File: config.mk
export PLATFORM = sky130hd
export DESIGN_NAME = onehot10_to_bcd
export DESIGN_NICKNAME = d
export VERILOG_FILES = /design/src/rtl/onehot10_to_bcd.sv
export SDC_FILE = /design/constraint.sdc
export NUM_CORES = 1
export LEC_CHECK = 0
export BUFFER_PORTS_ARGS = -buffer_cell sky130_fd_sc_hd__buf_2
export CAP_MARGIN = 20
export CORE_AREA = 5 5 42 44
export DETAILED_ROUTE_END_ITERATION = 10
export DIE_AREA = 0 0 47 49
export GPL_TIMING_DRIVEN = 0
export SETUP_SLACK_MARGIN = 0.4
export SLEW_MARGIN = 20
export SYNTH_ARGS = -nofsm -noshare
export SYNTH_HDL_FRONTEND = slang
export SYNTH_SLANG_ARGS = --single-unit
File: constraint.sdc
create_clock -name vclk -period 2.5
set_input_delay 0.125 -clock vclk [all_inputs]
set_output_delay 0.125 -clock vclk [all_outputs]
set_load 0.1 [all_outputs]
File: src/rtl/onehot10_to_bcd.sv
// Converts a one-hot decimal key code to BCD; ok is high only for
// exactly one set bit, so idle and chorded keys are rejected.
module onehot10_to_bcd (
    input  logic [9:0] number,
    output logic [3:0] bcd,
    output logic       ok
);

    always_comb begin
        bcd = 4'd0;
        ok  = ($countones(number) == 1);
        for (int k = 0; k < 10; k++) begin
            if (number[k]) bcd = 4'(k);
        end
    end

endmodule

==> impl_metrics.ini, run 1 <==
[run_status]
status = finished, violations left
violations = setup timing

[final_layout]
area_growth_pct = 66.67
sequential_cell_total = 0
n_fill_cell = 158
final_layout_size_suffix_gt1_frac = 0.5417
diodes = 0
regArea_um2 = 0
fin_nets = 68
multi_input_area_um2 = 280.3
fin_area_um2 = 450.4
clockBufferCount = 0

[worst_setup_path]
startpoint_type = primary input
critPathRequiredTime_ns = 2.38
crit_type = primary input to primary output
cp-end-kind = primary output
path_max_fanout = 2
arrival_ns = 2.89

[synth]
synth_common_cells = inv_1, fa_1, a21oi_1
syn_area_per_cell_um2 = 8.190
syn_area_um2 = 270.3
postSynthCellCount = 33
syn_nets = 51
netlist.area_leader.share = 0.4444
ys_top_cells_by_area = fa_1, inv_1, ha_1
yosysSeqAreaShare = 0
synth.distinct_cells = 12
synth_warnings = 0
yosysMostFrequentCell = inv_1
synth_area_leader_cell = fa_1

[placed_design]
post_dp_cell_area_um2 = 390.4
dp_hpwl_um = 576.1
place.gp.congestion = 0.7286
io_buffers = 15

[drt]
via_count = 265
avgRoutedWirePerCell_um = 9.422
drc = 0
ant_nets = 0
viasPerCell = 4.141
dr.first_iter.drc_count = 1
drt-total-wl_um = 603
dr.pass1.iters = 3

[power_and_ir_drop]
p_leak_uw = 0.0002086
ir_drop_v = 0.0004779
power_uw = 288.0
pwr_density_cell_nw_per_um2 = 639.4

[floorplanning]
die_width_um = 47
dieArea_um2 = 2303
core_area_um2 = 1401
start_util = 0.1929
die_y_um = 49
io_pins = 15
std_cell_rows = 14

[worst_hold_path]
min-delay-start = number[6]
hold_class = primary input to primary output
holdPathEnd = bcd[0]
whs_path_depth = 3

[timing]
finalCritPeriodShare = 1.208
tightest_slew_ns = 0.4864
fmax_ghz = 0.3312
rsz0062_at_grt = true
slew_headroom = 0.6780
layout_min_cycle_time_ns = 3.019
tns_ns = -0.5192
finalWorstSetupSlack_ns = -0.5192
hold_violations = 0
holdWs_ns = 0.7042
setup_violations = 1
drv_slew = 0

[global_route]
antenna_found_initial = 0
grtUsageTotal = 0.05446
grt_max_degree = 5
grt_pass1_vias = 260
grt-ovfl-total = 0
grt_pass1_wl_um = 1007

[run]
drv_cap = 0

[cts]
cts_hold_buf = 0
cts_setup_buffers = 0
power breakdown:
group	internal, uW	switching, uW	total, uW
sequential	0	0	0
combinational	109	179	288
clock	0	0	0
worst max-delay path, cell delays in order:
cell       delay, ns
buf_6           0.09
fa_1            0.49
fa_1            0.51
inv_1           0.05
fa_1            0.44
inv_2           0.08
ha_4            0.14
inv_2           0.04
fa_2            0.36
a2111oi_4       0.21
a21oi_2         0.08
nor2_4          0.11
buf_12          0.18
worst max path at each step:
stage                    from  to  cells after the start  slack, ns
floorplan           number[3]  ok                     11      -0.61
global placement    number[3]  ok                     13      -0.81
detailed placement  number[3]  ok                     13      -0.82
CTS                 number[0]  ok                     13      -0.58
global route        number[0]  ok                     13      -0.61
finish              number[0]  ok                     13      -0.52
cell families (layout without fill, tap and decap cells):
family | after synthesis | in the layout | share of synthesized area
and+or+nand+nor | 6 | 6 | 0.1065
buffers and inverters | 11 | 26 | 0.1528
AOI/OAI and AO/OA | 8 | 8 | 0.2037
adders and majority gates | 8 | 8 | 0.5370
per-stage QoR:
stage,setup slack [ns],std cells,utilization
6_report,-0.5192,64,0.3214
5_1_grt,-0.6090,64,0.3214
4_1_cts,-0.5761,64,0.3214
3_5_place_dp,-0.8182,64,0.2786
3_3_place_gp,-0.8136,64,0.2786
2_1_floorplan,-0.6068,33,-
repair_timing:
item / in CTS / in global routing
pin swaps: 3 / 2
endpoints found under the setup margin: 1 / 1
resized for setup: 13 / 0
routing by layer:
layer  up-vias  track usage  part of all wire
li1        133            -                 -
met5         -            0                 0
met1       122      0.08241              0.38
met3         0     0.003690              0.12
met2        10      0.08824              0.50
met4         0            0                 0
layout by cell type, fill, tap and decap left out, drive strengths merged:
master   synthesis  routed
nor2             3       3
a21oi            4       4
o31ai            1       1
a2111oi          1       1
inv             11      11
o21ai            1       1
nor3b            1       1
or2              1       1
buf              0      15
nand2            1       1
fa               6       6
ha               2       2
a211oi           1       1
final cells by class:
type	count	area share
Multi-Input combinational cell	22	0.6222
Timing Repair Buffer	15	0.2417
Inverter	11	0.09167
Tap cell	16	0.04444
No activity file was read; power rests on OpenSTA's default activity.
==> run 2, diff against run 1 <==
--- a/config.mk
+++ b/config.mk
@@ -5,6 +5,7 @@
 export SDC_FILE = /design/constraint.sdc
 export NUM_CORES = 1
 export LEC_CHECK = 0
+export ABC_AREA = 1
 export BUFFER_PORTS_ARGS = -buffer_cell sky130_fd_sc_hd__buf_2
 export CAP_MARGIN = 20
 export CORE_AREA = 5 5 42 44
@@ -12,7 +13,6 @@
 export DIE_AREA = 0 0 47 49
 export GPL_TIMING_DRIVEN = 0
 export SETUP_SLACK_MARGIN = 0.4
-export SLEW_MARGIN = 20
 export SYNTH_ARGS = -nofsm -noshare
 export SYNTH_HDL_FRONTEND = slang
 export SYNTH_SLANG_ARGS = --single-unit
==> constraint.sdc (replaced) <==
create_clock -name vclk -period 2.5
set_input_delay 0.125 -clock vclk [all_inputs]
set_output_delay 0.125 -clock vclk [all_outputs]
set_load 0.01 [all_outputs]
==> impl_metrics.ini, run 2 <==
[floorplanning]
start_util = 0.2045
die_width_um = 47
die_y_um = 49
std_cell_rows = 14
dieArea_um2 = 2303
core_area_um2 = 1401
io_pins = 15

[worst_setup_path]
startpoint_type = primary input
cp-end-kind = primary output
slowest_delay_ns = 0.54
critPathBufInv = 5
arrival_ns = 2.85
cp_cell_sequence = buf_8 -> fa_1 -> fa_1 -> inv_2 -> fa_1 -> inv_1 -> ha_2 -> inv_2 -> fa_1 -> o211ai_1 -> a21oi_2 -> buf_2
cp_common_cell = fa_1
critPathSlowestCell = fa_1
crit_type = primary input to primary output
cpLargestDelayFamily = adder cells
critPathRequiredTime_ns = 2.38
path_max_fanout = 2

[timing]
tightest_slew_ns = 0.1832
fmax_ghz = 0.3358
setup_violations = 1
rsz0062_at_grt = true
slew_headroom = 0.8773
drv_slew = 0
tns_ns = -0.4777
layout_min_cycle_time_ns = 2.978
hold_violations = 0
finalCritPeriodShare = 1.191
finalWorstSetupSlack_ns = -0.4777

[placed_design]
post_dp_cell_area_um2 = 385.4
dp_hpwl_um = 579.9
place.gp.congestion = 0.7020
io_buffers = 15

[drt]
dr.pass1.iters = 2
ant_nets = 0
dr.first_iter.drc_count = 4
drc = 0
viasPerCell = 3.761
avgRoutedWirePerCell_um = 8.099
drt-total-wl_um = 575
via_count = 267

[synth]
yosysMostFrequentCell = inv_1
yosysSeqAreaShare = 0
synth_warnings = 0
syn_nets = 58
syn_area_per_cell_um2 = 7.163
netlist.area_leader.share = 0.4192
synth.distinct_cells = 10
synth_area_leader_cell = fa_1
syn_area_um2 = 286.5
postSynthCellCount = 40
synth_common_cells = inv_1, nand2_1, inv_2
ys_top_cells_by_area = fa_1, inv_1, nand2_1

[final_layout]
layout_common_cells = buf_2, inv_2, nand2_1
area_growth_pct = 41.05
diodes = 0
clockBufferCount = 0
layout_commonest_cell = buf_2
sequential_cell_total = 0
regArea_um2 = 0
n_fill_cell = 172
final_layout_size_suffix_gt1_frac = 0.4727
multi_input_area_um2 = 229.0
fin_area_um2 = 404.1
fin_nets = 75

[run_status]
status = finished, violations left
violations = setup timing

[global_route]
grt_max_degree = 5
grtUsageTotal = 0.05449
grt-ovfl-total = 0
grt_pass1_vias = 248
grt_pass1_wl_um = 1014
antenna_found_initial = 0

[power_and_ir_drop]
p_sw_frac = 0.5394
p_int_uw = 69.11
seq_power_share = 0
switching_power_uw = 80.94
clkPwrFrac = 0
combPwrFrac = 1.000
pwr_density_cell_nw_per_um2 = 371.3
p_leak_uw = 0.0002392
ir_drop_v = 0.0001730

[cts]
cts_hold_buf = 0
cts_setup_buffers = 0

[run]
drv_cap = 0

[worst_hold_path]
hold_class = primary input to primary output
==> run 2: cell types whose count changed after synthesis, sizes merged, moves of 2 or more <==
cell    change
nor2        -3
a21oi       -3
inv         +6
nand2       +8
o211ai      +2
==> run 2: repair_timing <==
| action | 4_1_cts | 5_1_grt |
|---|---|---|
| gates resized for setup | 0 | 8 |
| cloned | 0 | 0 |
| pin swaps | 0 | 6 |
| setup endpoints to repair | 1 | 1 |
==> run 2: final cells by class <==
cell class	count	area share
inverters	17	0.1579
repair buffers	15	0.2260
well taps	16	0.04954
multi-input cells	23	0.5666
==> run 2: final timing paths <==
kind	start	to	slack [ns]	cells past startpoint
min	number[9]	bcd[0]	0.55	4
max	number[7]	ok	-0.48	12
==> run 2: logic make-up (layout without fill, tap and decap cells) <==
logic type      after synthesis  count (layout)  share of synthesized area
fa+ha+maj                     8               8                     0.5066
compound gates                6               6                     0.1528
buf+inv                      17              32                     0.2227
simple gates                  9               9                     0.1179
==> run 2: per-stage QoR <==
| stage | setup WS, ns | cells | total power, uW | utilization | hold WS, ns |
|---|---|---|---|---|---|
| global placement | -0.4507 | 71 | 139.5 | 0.2750 | 0.5603 |
| detailed placement | -0.4733 | 71 | 146.4 | 0.2750 | 0.5628 |
| floorplan | -0.1708 | 40 | 101.3 | - | 0.3575 |
| CTS | -0.4784 | 71 | 146.8 | 0.2750 | 0.5628 |
| global route | -0.5736 | 71 | 172.2 | 0.2884 | 0.5743 |
| finish | -0.4777 | 71 | 150.1 | 0.2884 | 0.5524 |
==> run 2: power by group through the flow <==
stage	clock network, uW	registers (uW)	logic (uW)
detailed placement	0	0	146
global route	0	0	172
global placement	0	0	139
finish	0	0	150
floorplan	0	0	101
CTS	0	0	147
==> run 2: per-layer routing <==
layer  track usage  routed length [um]
met1       0.08259                 260
met2       0.09050                 276
met3             0                  38
met4             0                   0
met5             0                   0
==> run 3, diff against run 2 <==
--- a/config.mk
+++ b/config.mk
@@ -6,12 +6,14 @@
 export NUM_CORES = 1
 export LEC_CHECK = 0
 export ABC_AREA = 1
+export ABC_CLOCK_PERIOD_IN_PS = 2500
 export BUFFER_PORTS_ARGS = -buffer_cell sky130_fd_sc_hd__buf_2
 export CAP_MARGIN = 20
 export CORE_AREA = 5 5 42 44
 export DETAILED_ROUTE_END_ITERATION = 10
 export DIE_AREA = 0 0 47 49
 export GPL_TIMING_DRIVEN = 0
+export PLACE_DENSITY = 0.55
 export SETUP_SLACK_MARGIN = 0.4
 export SYNTH_ARGS = -nofsm -noshare
 export SYNTH_HDL_FRONTEND = slang
==> impl_metrics.ini, run 3 (synthesis results as in run 2) <==
[run_status]
status = finished, violations left
violations = setup timing

[floorplanning]
core_area_um2 = 1401
die_width_um = 47
dieArea_um2 = 2303
io_pins = 15
start_util = 0.2045
die_y_um = 49
std_cell_rows = 14

[global_route]
busiest_layer = met1
grtUsageTotal = 0.05874
met2_usage = 0.08597
grtUsageMet3 = 0.01107
gr-usage-met1 = 0.09375
grt_max_degree = 5
grt-ovfl-total = 0
antenna_found_initial = 0
grt_pass1_wl_um = 1104
grt_pass1_vias = 279

[run]
drv_cap = 0

[placed_design]
place.gp.congestion = 0.6748
io_buffers = 15
dp_cells = 71
post-place-ws_ns = -0.4405
dp_hpwl_um = 563.5

[drt]
avgRoutedWirePerCell_um = 8.028
viasPerCell = 3.875
drt-total-wl_um = 578
dr.first_iter.drc_count = 1
dr.pass1.iters = 4
drc = 0
ant_nets = 0
via_count = 279

[worst_setup_path]
path_max_fanout = 2
crit_type = primary input to primary output
critPathRequiredTime_ns = 2.38
startpoint_type = primary input
cp-end-kind = primary output
arrival_ns = 2.80

[timing]
finalWorstSetupSlack_ns = -0.4221
setup_violations = 1
slew_headroom = 0.8810
hold_violations = 0
finalCritPeriodShare = 1.169
drv_slew = 0
rsz0062_at_grt = true
fmax_ghz = 0.3422
layout_min_cycle_time_ns = 2.922
tightest_slew_ns = 0.1762
holdWs_ns = 0.5498

[worst_hold_path]
hold_class = primary input to primary output

[final_layout]
fin_nets = 76
diodes = 0
clockBufferCount = 0
regArea_um2 = 0
area_growth_pct = 42.36
layout_common_cells = buf_2, nand2_1, inv_1
sequential_cell_total = 0
finalNonFillerCells = 72
final_layout_size_suffix_gt1_frac = 0.4643
layout_commonest_cell = buf_2

[cts]
cts_hold_buf = 0

[power_and_ir_drop]
ir_drop_v = 0.0001719
p_leak_uw = 0.0002440
pwr_density_cell_nw_per_um2 = 371.3
-- run 3: power breakdown --
| part | leakage [uW] | internal, uW | total [uW] | switching [uW] |
|---|---|---|---|---|
| clock network | 0 | 0 | 0 | 0 |
| registers | 0 | 0 | 0 | 0 |
| logic | 0.000244 | 71.5 | 151 | 79.9 |
-- run 3: per-layer routing --
metal / wire, um / vias to the layer above
li1: - / 150
met1: 234 / 121
met2: 283 / 8
met3: 60 / 0
met4: 0 / 0
met5: 0 / -
-- run 3: timing repair --
item / CTS / global route
gates cloned: 0 / 0
pin swaps: 1 / 0
resized for setup: 5 / 0
setup endpoints to repair: 1 / 1
setup buffers: 1 / 0
-- run 3: critical path, stage by stage --
cell and delay, ns:
buf_6 0.10, fa_1 0.49, fa_1 0.51, inv_1 0.05
fa_1 0.43, inv_1 0.07, ha_2 0.18, inv_2 0.04
fa_1 0.48, o211ai_1 0.10, a21oi_2 0.10, buf_2 0.13
-- run 3: final timing paths --
| check | end | cells past startpoint | startpoint |
|---|---|---|---|
| worst min-delay path | bcd[0] | 4 | number[9] |
| worst max-delay path | ok | 12 | number[1] |
-- run 3: metrics by stage --
stage	TNS, ns	total power, uW	util	cell area [um2]
5_1_grt	-0.5597	181.7	0.2911	407.9
4_1_cts	-0.4365	155.3	0.2911	407.9
3_5_place_dp	-0.4405	143.3	0.2750	385.4
2_1_floorplan	-0.1708	101.3	-	290.3
3_3_place_gp	-0.4397	140.7	0.2750	385.4
6_report	-0.4221	151.5	0.2911	407.9
-- run 3: area by class of cell --
type | count | area [um2]
fillers | 165 | 993.5
inverters | 17 | 63.81
well taps | 16 | 20.02
multi-input cells | 23 | 229.0
repair buffers | 16 | 95.09
